**config.mk**
```make
export PLATFORM = sky130hd
export DESIGN_NAME = counter_updown_flat
export DESIGN_NICKNAME = d
export VERILOG_FILES = /design/src/rtl/counter_updown_if.sv /design/src/rtl/counter_updown.sv /design/src/flat_wrapper.sv
export SDC_FILE = /design/constraint.sdc
export NUM_CORES = 1
export LEC_CHECK = 0
export BUFFER_PORTS_ARGS = -buffer_cell sky130_fd_sc_hd__buf_2
export CAP_MARGIN = 30
export CORE_AREA = 2 2 39 41
export DETAILED_ROUTE_END_ITERATION = 6
export DIE_AREA = 0 0 41 43
export GPL_TIMING_DRIVEN = 0
export PLACE_DENSITY = 0.5
export SLEW_MARGIN = 20
export SYNTH_ARGS = -nofsm -noshare
export SYNTH_HDL_FRONTEND = slang
export SYNTH_SLANG_ARGS = --single-unit
export TNS_END_PERCENT = 50
```
**constraint.sdc**
```tcl
create_clock -name clk -period 3.4 [get_ports clk]
set_clock_uncertainty 0.05 [all_clocks]
set_input_delay 0.68 -clock clk [delete_from_list [all_inputs] [get_ports clk]]
set_output_delay 0.68 -clock clk [all_outputs]
set_load 0.05 [all_outputs]
```
**src/rtl/counter_updown_if.sv**
```systemverilog
// counter_updown_if: control and status bundle for counter_updown.
// master drives the controls and observes the count; slave is the counter.
interface counter_updown_if #(
    parameter int WIDTH = 4
) ();
    logic             ctr_rst;
    logic             load;
    logic [WIDTH-1:0] load_val;
    logic             en;
    logic             up;
    logic [WIDTH-1:0] out;
    logic             tc;
    logic             err;

    modport master (
        output ctr_rst, load, load_val, en, up,
        input  out, tc, err
    );

    modport slave (
        input  ctr_rst, load, load_val, en, up,
        output out, tc, err
    );
endinterface

```
**src/rtl/counter_updown.sv**
```systemverilog
// counter_updown: parametrised up/down counter over 0..MAX with synchronous
// clear, parallel load (illegal loads flagged on err), and a combinational
// terminal-count strobe.
// Build option: define COUNTER_UPDOWN_SAT_EN to saturate at the bounds
// instead of wrapping. Load, clear, tc and err are identical in both builds.
module counter_updown #(
    parameter int              WIDTH = 4,
    parameter longint unsigned MAX   = (64'd1 << WIDTH) - 64'd1
) (
    input  logic              clk,
    input  logic              rst,      // asynchronous, active low
    counter_updown_if.slave   bus
);

    // Elaboration-time legality of the configuration.
    if (WIDTH < 1 || WIDTH > 32) begin : g_bad_width
        $error("counter_updown: WIDTH must be within 1..32");
    end
    if (MAX > ((64'd1 << WIDTH) - 64'd1)) begin : g_bad_max
        $error("counter_updown: MAX must not exceed 2**WIDTH-1");
    end

    localparam logic [WIDTH-1:0] MAX_V = WIDTH'(MAX);

    logic [WIDTH-1:0] r_count;
    logic [WIDTH-1:0] w_next;
    logic             w_at_max;
    logic             w_at_zero;
    logic             w_bad_load;

    // Next-count selection in priority order: clear, load, count, hold.
    always_comb begin
        w_at_max   = (r_count == MAX_V);
        w_at_zero  = (r_count == '0);
        w_bad_load = bus.load && (bus.load_val > MAX_V);
        w_next     = r_count;
        if (bus.ctr_rst) begin
            w_next = '0;
        end else if (bus.load) begin
            // An out-of-range load leaves the count untouched.
            if (!w_bad_load) w_next = bus.load_val;
        end else if (bus.en) begin
            if (bus.up) begin
`ifdef COUNTER_UPDOWN_SAT_EN
                w_next = w_at_max ? MAX_V : r_count + WIDTH'(1);
`else
                w_next = w_at_max ? '0 : r_count + WIDTH'(1);
`endif
            end else begin
`ifdef COUNTER_UPDOWN_SAT_EN
                w_next = w_at_zero ? '0 : r_count - WIDTH'(1);
`else
                w_next = w_at_zero ? MAX_V : r_count - WIDTH'(1);
`endif
            end
        end
    end

    // Count register; reset clears it immediately, independent of clk.
    always_ff @(posedge clk or negedge rst) begin
        if (!rst) r_count <= '0;
        else      r_count <= w_next;
    end

    assign bus.out = r_count;
    // tc marks an enabled step that crosses (or, saturating, sits on) a bound.
    assign bus.tc  = bus.en & ~bus.ctr_rst & ~bus.load &
                     ((bus.up & w_at_max) | (~bus.up & w_at_zero));
    // A clear masks a bad load, so err only reports loads that were refused.
    assign bus.err = ~bus.ctr_rst & w_bad_load;

endmodule

```
**src/flat_wrapper.sv**
```systemverilog
// flat-port wrapper written by rule: the top's interface ports become plain ports
module counter_updown_flat 
#(
    parameter int              WIDTH = 4,
    parameter longint unsigned MAX   = (64'd1 << WIDTH) - 64'd1
)
  (clk, rst, bus_ctr_rst, bus_load, bus_load_val, bus_en, bus_up, bus_out, bus_tc, bus_err);
  counter_updown_if #(.WIDTH(WIDTH)) bus_i ();
  input  logic clk;
  input  logic rst;
  input wire logic [$bits(bus_i.ctr_rst)-1:0] bus_ctr_rst;
  input wire logic [$bits(bus_i.load)-1:0] bus_load;
  input wire logic [$bits(bus_i.load_val)-1:0] bus_load_val;
  input wire logic [$bits(bus_i.en)-1:0] bus_en;
  input wire logic [$bits(bus_i.up)-1:0] bus_up;
  output wire logic [$bits(bus_i.out)-1:0] bus_out;
  output wire logic [$bits(bus_i.tc)-1:0] bus_tc;
  output wire logic [$bits(bus_i.err)-1:0] bus_err;
  assign bus_i.ctr_rst = bus_ctr_rst;
  assign bus_i.load = bus_load;
  assign bus_i.load_val = bus_load_val;
  assign bus_i.en = bus_en;
  assign bus_i.up = bus_up;
  assign bus_out = bus_i.out;
  assign bus_tc = bus_i.tc;
  assign bus_err = bus_i.err;
  counter_updown #(.WIDTH(WIDTH), .MAX(MAX)) u_core (.clk(clk), .rst(rst), .bus(bus_i));
endmodule
```
==> key figures, run 1 <==
Clock network
  – Post CTS Setup Buffer Count: 0
  – Clock tree buffer depth: 2
  – Clock transition at path regs: 0.03 ns
  – Cts repair resizes: 0
  – H-tree depth: 1
  – Hold-fix buffers, CTS: 0
  – Clk_lat worst skew: 0.23 ns
  – Number of buffers created by CTS: 3
  – CTS tree: yes
  – Root Buffer: clkbuf_4
  – Clock sink total: 4

Place
  – Port buffer count: 14
  – Routability congestion estimate: 0.6863
  – Hpwl dp: 663.7 um
  – Pre-CTS setup slack: 0.8739 ns

Run status
  – Status: finished clean

GRT
  – Gr ovfl total: 0
  – Initial antenna violation count: 0
  – Number of global-route vias before repair: 310
  – First-pass GRT wire length: 1.345 mm
  – All-Layer GR Usage: 0.1140
  – Largest net degree at the start of global routing: 11

Die
  – Rows: 14
  – Initial Utilization: 0.2559
  – Die Wd: 41 um
  – Core area: 1384 um2
  – Die H: 43 um
  – DIE AREA: 1763 um2
  – I/O pins: 16

Synth
  – Post-synth EDFFs: 0
  – Syn_nets: 56
  – Unique cell type count in the Yosys netlist: 25
  – Asr flop ratio synth: 1.000
  – Top cell type's share of synthesized area: 0.2827
  – Largest cells by area after synthesis: dfrtp_1, a21oi_1, ha_1, nand2_1, xor2_1
  – Synth Register Bits: 4
  – Post-synthesis sequential area ratio: 0.2827
  – Mapped cell area: 354.1 um2
  – Post-synth top flop: dfrtp_1
  – Dominant cell type by area after synthesis: dfrtp_1
  – Avg Cell Area, Syn: 8.048 um2
  – Number of synthesis warnings: 0
  – Syn Inst Count: 44

Timing
  – Final setup fails: 0
  – Unrepaired setup endpoints after global routing: no
  – Setup TNS: 0 ns
  – Hold Fails Final Rpt: 0
  – FMAX: 372.2 MHz
  – Tcrit/Tclk final: 0.7902
  – Crit path time final: 2.687 ns
  – Count of pins over their slew limit: 0
  – Final worst slack: 0.7132 ns

Detailed routing
  – DR pass1 iterations: 4
  – # DRC: 0
  – Via count: 363
  – Met3 wire len: 44 um
  – Antenna violation net count after detailed routing: 0
  – DR WL met2: 382 um
  – Max layer used: met3
  – Final wirelength: 845 um
  – WL met1: 418 um
  – Initial DRC Count: 6
  – Via density: 4.714
  – Per-cell routed wire length: 10.97 um

Power and ir drop
  – VDD IR max: 0.1545 mV
  – Pwr/cell area: 367.1 nW/um2
  – Lkg Pwr: 0.2401 nW

Critical path
  – Worst Path Buf+Inv: 2
  – Crit-path leading delay family: simple AND/OR/NAND/NOR gates
  – Crit. End Element: output pin
  – Critical path cell sequence: inv_1 -> ha_1 -> or3b_1 -> or2_1 -> a21oi_1 -> buf_2
  – Slowest stage cell, crit path: dfrtp_1
  – Startpoint types: register
  – Critical-path maximum fanout: 10
  – Setup CP Type: reg2out
  – Max stage delay on crit path: 0.47 ns
  – WP data required: 2.67 ns
  – CP arrival: 1.96 ns

Finish
  – Nets: 75
  – Max reg flops: 4
  – Register area: 100.1 um2
  – Fill cell count: 159
  – Ant diodes: 0
  – Multi-input gate area: 235.2 um2
  – Layout cell share with drive strength beyond 1: 0.3279
  – Synth-to-layout area growth: 31.80%

Worst hold path
  – Min-delay worst type: in2async

Run
  – Maxcap violations: 0
[worst register-to-register path, delay by kind of cell (launching register included)]
family          cells  cell delay (ns)
buf+inv             1             0.10
fa+ha+maj           1             0.18
compound gates      3             0.43
simple gates        1             0.37
flops               1             0.47
[path summary, 6_finish.rpt]
path / startpoint / to / slack [ns] / cells after the start
min: rst / u_core.bus.out[1]$_DFFE_PN0P_ / 0.20 / 1
max in group asynchronous: rst / u_core.bus.out[3]$_DFFE_PN0P_ / 2.99 / 1
max: u_core.bus.out[0]$_DFFE_PN0P_ / bus_tc / 0.71 / 6
min reg2reg: u_core.bus.out[3]$_DFFE_PN0P_ / u_core.bus.out[3]$_DFFE_PN0P_ / 0.70 / 2
max reg2reg: u_core.bus.out[0]$_DFFE_PN0P_ / u_core.bus.out[0]$_DFFE_PN0P_ / 1.72 / 6
min in group clk: bus_ctr_rst / u_core.bus.out[1]$_DFFE_PN0P_ / 0.64 / 2
[Yosys cell counts, types with 2 or more instances]
master / count
nand2_1: 6
a21oi_1: 6
ha_1: 2
inv_1: 3
nor2_1: 2
xor2_1: 2
o21ai_0: 2
dfrtp_1: 4
[per-stage QoR]
stage | util | area [um2] | std cells | power [W] | hold slack [ns]
final | 0.3373 | 466.7 | 77 | 0.0001713 | 0.1990
after detailed placement | 0.3210 | 444.2 | 74 | 0.0001166 | 0.4377
after global routing | 0.3373 | 466.7 | 77 | 0.0001886 | 0.1806
after floorplan | - | 354.1 | 44 | 0.00009812 | 0.3344
after global placement | 0.3210 | 444.2 | 74 | 0.0001165 | 0.4362
after CTS | 0.3373 | 466.7 | 77 | 0.0001759 | 0.1905
[cell usage in the layout, fill, tap and decap left out]
cell	netlist	final
or2_1	1	1
or3b_1	1	1
a221oi_1	1	1
mux2i_1	1	1
or3_1	1	1
mux2_2	1	1
ha_1	2	2
o221ai_1	1	1
nor2_1	2	2
a211oi_1	1	1
nand3b_1	1	1
a21oi_1	6	6
nand3_1	1	1
o21ai_0	2	2
buf_2	0	14
buf_4	1	1
o32ai_1	1	1
conb_1	1	1
inv_1	3	3
nor3b_1	1	1
clkbuf_4	0	3
and3_2	1	1
dfrtp_1	4	4
nand2_1	6	6
a21o_1	1	1
o21bai_1	1	1
xor2_1	2	2
[power by group]
part           switching, W  internal (W)   total, W
sequential       0.00000775     0.0000515  0.0000593
combinational     0.0000350     0.0000214  0.0000564
clock             0.0000164     0.0000393  0.0000556
[metal layers]
| metal | global-route usage | up-vias |
|---|---|---|
| met4 | 0.08000 | 0 |
| li1 | - | 193 |
| met1 | 0.1569 | 160 |
| met5 | 0 | - |
| met2 | 0.1563 | 10 |
| met3 | 0.01571 | 0 |
[cells by family after synthesis]
group | synth area share
AND/OR/NAND/NOR | 0.2227
AO/OA/AOI/OAI | 0.2509
flip-flops | 0.2827
buffers and inverters | 0.05301
adder cells (fa/ha/maj) | 0.07066
XOR/XNOR | 0.04948
multiplexers | 0.06007
other | 0.01059
[area by class of cell]
class / instances / area share
Sequential cell: 4 / 0.2145
Inverter: 3 / 0.02413
Timing Repair Buffer: 14 / 0.1501
Multi-Input combinational cell: 36 / 0.5040
Tap cell: 16 / 0.04290
Buffer: 1 / 0.01609
Clock buffer: 3 / 0.04826
No activity file was read; power rests on OpenSTA's default activity.
==> inputs of run 2 (changes only) <==
- PLACE_DENSITY: 0.5 -> 0.52
- clock period: 3.4 -> 2.3 ns (I/O delays scaled with it)
==> key figures, run 2 (same netlist as run 1, synthesis figures left out) <==
Critical path
  – Worst r2r path cells: 6
  – Critical-path maximum fanout: 2
  – Setup CP Type: reg2out
  – Max stage delay on crit path: 0.39 ns
  – CP Capture Point: bus_tc
  – Flop2flop setup slack: 0.70 ns
  – Worst R2R Start: u_core.bus.out[0]$_DFFE_PN0P_
  – Crit path from: u_core.bus.out[1]$_DFFE_PN0P_
  – Crit. End Element: output pin
  – WP data required: 1.79 ns
  – Critical path cell sequence: inv_2 -> ha_4 -> or3b_4 -> or2_4 -> a21oi_4 -> buf_8
  – CP arrival: 1.78 ns
  – R2R Path End: u_core.bus.out[2]$_DFFE_PN0P_
  – Slowest stage cell, crit path: dfrtp_2
  – Startpoint types: register

Die
  – DIE AREA: 1763 um2
  – Initial Utilization: 0.2559
  – Die Wd: 41 um
  – Core area: 1384 um2
  – Rows: 14
  – I/O pins: 16
  – Die H: 43 um

GRT
  – Gr ovfl total: 0
  – All-Layer GR Usage: 0.1172
  – First-pass GRT wire length: 1.421 mm
  – Largest net degree at the start of global routing: 10
  – Initial antenna violation count: 0
  – Number of global-route vias before repair: 361

Detailed routing
  – DR WL met2: 485 um
  – Max layer used: met3
  – Initial DRC Count: 8
  – Met3 wire len: 25 um
  – # DRC: 0
  – Antenna violation net count after detailed routing: 0
  – Final wirelength: 905 um
  – DR pass1 iterations: 3
  – Via density: 4.716
  – WL met1: 394 um
  – Via count: 382
  – Per-cell routed wire length: 11.17 um

Clock network
  – Clock transition at path regs: 0.04 ns
  – CTS tree: yes
  – Root Buffer: clkbuf_4
  – Clock tree buffer depth: 2
  – Clk_lat worst skew: 0.23 ns
  – Clock sink total: 4
  – H-tree depth: 1
  – Number of buffers created by CTS: 3

Finish
  – Final non-filler cell area: 540.5 um2
  – Layout cell share with drive strength beyond 1: 0.4769
  – Fill cell count: 156
  – Multi-input gate area: 264.0 um2
  – Register area: 102.6 um2
  – Synth-to-layout area growth: 52.65%
  – Most frequent cells in the layout: buf_2, nand2_1, a21oi_1
  – Most common cell after layout, fill and taps aside: buf_2
  – Ant diodes: 0
  – Nets: 79
  – Max reg flops: 4

Power and ir drop
  – Clock share of power: 0.303
  – Sw Ratio: 0.3436
  – Net Switching: 0.00009422 W
  – Int Power: 0.0001800 W
  – Lkg Pwr: 0.2603 nW
  – Pwr/cell area: 507.3 nW/um2
  – Power, Total: 0.0002742 W
  – Combinational share of power: 0.388
  – Sequential power share: 0.309
  – VDD IR max: 0.2219 mV

Timing
  – Unrepaired setup endpoints after global routing: yes
  – FMAX: 437.2 MHz
  – Hold Fails Final Rpt: 0
  – Count of pins over their slew limit: 0
  – Crit path time final: 2.287 ns
  – Hold WS: 0.3990 ns
  – Final setup fails: 0
  – Final worst slack: 0.01268 ns
  – Tcrit/Tclk final: 0.9945

Worst hold path
  – Min-delay worst type: in2reg

Place
  – Routability congestion estimate: 0.7435
  – Hpwl dp: 660.4 um
  – Placed cell area: 457.9 um2
  – Pre-CTS setup slack: 0.08860 ns
  – Port buffer count: 14

Run
  – Maxcap violations: 0

Run status
  – Status: finished clean
## run 2: area by class of cell
type                       instances  area share
buffer                             1     0.01389
clock buffer                       3     0.04167
inverter                           3     0.02083
multi-input combinational         36      0.4884
sequential                         4      0.1898
tap                               16     0.03704
timing repair buffer              18      0.2083
## run 2: per-stage QoR
step / cells / TNS (ns) / utilization
2_1_floorplan: 44 / 0 / -
3_3_place_gp: 74 / 0 / 0.3309
3_5_place_dp: 74 / 0 / 0.3309
4_1_cts: 80 / 0 / 0.3698
5_1_grt: 81 / -0.05554 / 0.3906
6_report: 81 / 0 / 0.3906
## run 2: timing repair
item	CTS	global route
hold buffers	1	0
endpoints found under the setup margin	1	1
endpoints found under the hold margin	4	0
setup buffers	2	1
pin swaps	0	3
gates resized for setup	2	7
## run 2: how the worst min path moves through the flow
stage | cells after the start | startpoint | slack (ns) | to
after global placement | 1 | rst | 0.21 | u_core.bus.out[3]$_DFFE_PN0P_
final | 2 | bus_ctr_rst | 0.40 | u_core.bus.out[0]$_DFFE_PN0P_
after global routing | 2 | bus_ctr_rst | 0.40 | u_core.bus.out[0]$_DFFE_PN0P_
after CTS | 2 | bus_ctr_rst | 0.39 | u_core.bus.out[0]$_DFFE_PN0P_
after detailed placement | 1 | rst | 0.22 | u_core.bus.out[2]$_DFFE_PN0P_
after floorplan | 0 | rst | 0.11 | u_core.bus.out[0]$_DFFE_PN0P_
## run 2: metal layers
metal  GRT usage  vias up
met5           0        -
met4     0.06000        0
met3     0.01571        0
met2      0.1750        6
met1      0.1574      177
li1            -      199
## run 2: critical path, delay by kind of cell, from the launching register on
family / cells / cell delay, ns
compound gates: 1 / 0.15
fa+ha+maj: 1 / 0.14
buf+inv: 2 / 0.23
flops: 1 / 0.39
simple gates: 2 / 0.63
## run 2: power by group through the flow
stage / Sequential [W] / Clock (W) / Combinational [W]
after global placement: 0.0000893 / 0 / 0.0000849
final: 0.0000847 / 0.0000830 / 0.000106
after detailed placement: 0.0000892 / 0 / 0.0000853
after global routing: 0.0000860 / 0.0000925 / 0.000115
after CTS: 0.0000840 / 0.0000883 / 0.0000955
after floorplan: 0.000106 / 0 / 0.0000415
==> inputs of run 3 (changes only) <==
- CAP_MARGIN: 30 -> 20
- REMOVE_ABC_BUFFERS: not set -> 1
==> key figures, run 3 (same netlist as run 1, synthesis figures left out) <==
Run status
  – Status: finished clean

Timing
  – Final worst slack: 0.02491 ns
  – Final setup fails: 0
  – Count of pins over their slew limit: 0
  – Tcrit/Tclk final: 0.9892
  – Crit path time final: 2.275 ns
  – Unrepaired setup endpoints after global routing: yes
  – Hold Fails Final Rpt: 0
  – Setup TNS: 0 ns
  – FMAX: 439.5 MHz

Critical path
  – Critical-path maximum fanout: 3
  – Setup CP Type: reg2out
  – WP data required: 1.79 ns
  – Worst Path Buf+Inv: 2
  – Crit-path leading delay family: simple AND/OR/NAND/NOR gates
  – Critical path cell sequence: inv_2 -> ha_4 -> or3b_4 -> or2_1 -> a21oi_2 -> buf_6
  – Crit. End Element: output pin
  – Max stage delay on crit path: 0.41 ns
  – Slowest stage cell, crit path: dfrtp_2
  – CP arrival: 1.77 ns
  – Startpoint types: register

Clock network
  – Clk_lat worst skew: 0.23 ns
  – Clock tree buffer depth: 2
  – Clock sink total: 4
  – Number of buffers created by CTS: 3
  – H-tree depth: 1
  – Root Buffer: clkbuf_4
  – Clock transition at path regs: 0.04 ns
  – CTS tree: yes

GRT
  – Initial antenna violation count: 0
  – Largest net degree at the start of global routing: 10
  – All-Layer GR Usage: 0.1181
  – First-pass GRT wire length: 1.407 mm
  – Number of global-route vias before repair: 331
  – Gr ovfl total: 0

Die
  – Initial Utilization: 0.2559
  – Rows: 14
  – Die Wd: 41 um
  – Core area: 1384 um2
  – DIE AREA: 1763 um2
  – Die H: 43 um
  – I/O pins: 16

Finish
  – Layout cell share with drive strength beyond 1: 0.4615
  – Most common cell after layout, fill and taps aside: buf_2
  – Synth-to-layout area growth: 48.76%
  – Nets: 79
  – Max reg flops: 4
  – Most frequent cells in the layout: buf_2, nand2_1, a21oi_1
  – Final Util: 0.3807
  – Post-Layout Cell Count: 81
  – Ant diodes: 0

Power and ir drop
  – Combinational share of power: 0.380
  – Power, Total: 0.0002706 W
  – Sequential power share: 0.314
  – Lkg Pwr: 0.2562 nW
  – VDD IR max: 0.2788 mV
  – Clock share of power: 0.306
  – Sw Ratio: 0.3427
  – Int Power: 0.0001778 W
  – Pwr/cell area: 513.6 nW/um2
  – Net Switching: 0.00009271 W

Detailed routing
  – Antenna violation net count after detailed routing: 0
  – Initial DRC Count: 2
  – Per-cell routed wire length: 11.22 um
  – DR pass1 iterations: 5
  – # DRC: 0
  – Final wirelength: 909 um
  – Via count: 387
  – Via density: 4.778

Place
  – Dpl cells: 73
  – Port buffer count: 14
  – Routability congestion estimate: 0.6688
  – Hpwl dp: 653.9 um
  – Pre-CTS setup slack: 0.08596 ns

Worst hold path
  – Min-delay worst type: in2reg

Run
  – Maxcap violations: 0
[run 3: through the flow]
stage               hold slack, ns  instance area, um2
global placement            0.2156               436.7
CTS                         0.3880               499.2
global route                0.4061               526.8
floorplan                   0.1144               346.6
finish                      0.3932               526.8
detailed placement          0.2181               436.7
[run 3: worst reg2reg max path: cells and delay by family, from the launching register on]
kind	cells	cell delay (ns)
buffers and inverters	3	0.33
AND/OR/NAND/NOR	1	0.37
AO/OA/AOI/OAI	3	0.43
flip-flops	1	0.41
adder cells (fa/ha/maj)	1	0.13
[run 3: what timing repair did]
action,4_1_cts,5_1_grt
resized for setup,5,5
hold endpoints to repair,4,0
hold buffers,1,0
pin swaps,2,3
gates cloned,0,0
endpoints found under the setup margin,1,1
buffers inserted,3,1
[run 3: worst paths after layout]
path,from,endpoint,slack [ns],cells past startpoint
max,u_core.bus.out[0]$_DFFE_PN0P_,bus_tc,0.02,6
min,bus_ctr_rst,u_core.bus.out[1]$_DFFE_PN0P_,0.39,2
max reg2reg,u_core.bus.out[0]$_DFFE_PN0P_,u_core.bus.out[0]$_DFFE_PN0P_,0.51,8
min reg2reg,u_core.bus.out[1]$_DFFE_PN0P_,u_core.bus.out[1]$_DFFE_PN0P_,0.66,4
max in group asynchronous,rst,u_core.bus.out[1]$_DFFE_PN0P_,1.56,2
min in group asynchronous,rst,u_core.bus.out[3]$_DFFE_PN0P_,0.51,2
[run 3: power groups by stage]
stage                     registers [W]  clock network [W]  logic [W]
final                         0.0000849          0.0000827   0.000103
after global routing          0.0000862          0.0000884   0.000111
after CTS                     0.0000844          0.0000858  0.0000952
after detailed placement      0.0000884                  0  0.0000822
after global placement        0.0000887                  0  0.0000818
after floorplan                0.000105                  0  0.0000386
[run 3: metal layers]
layer,vias to the layer above,global-route usage,share of wire
met5,-,0,0
met4,0,0.04000,0
met3,0,0.04712,0.052
met2,13,0.1688,0.47
met1,174,0.1569,0.47
li1,200,-,-
[run 3: layout make-up]
cell class	count	area, um2
timing repair buffer	19	116.4
fill	160	857.1
tap	16	20.02
clock buffer	3	22.52
sequential	4	102.6
inverter	3	11.26
multi-input combinational	36	254.0
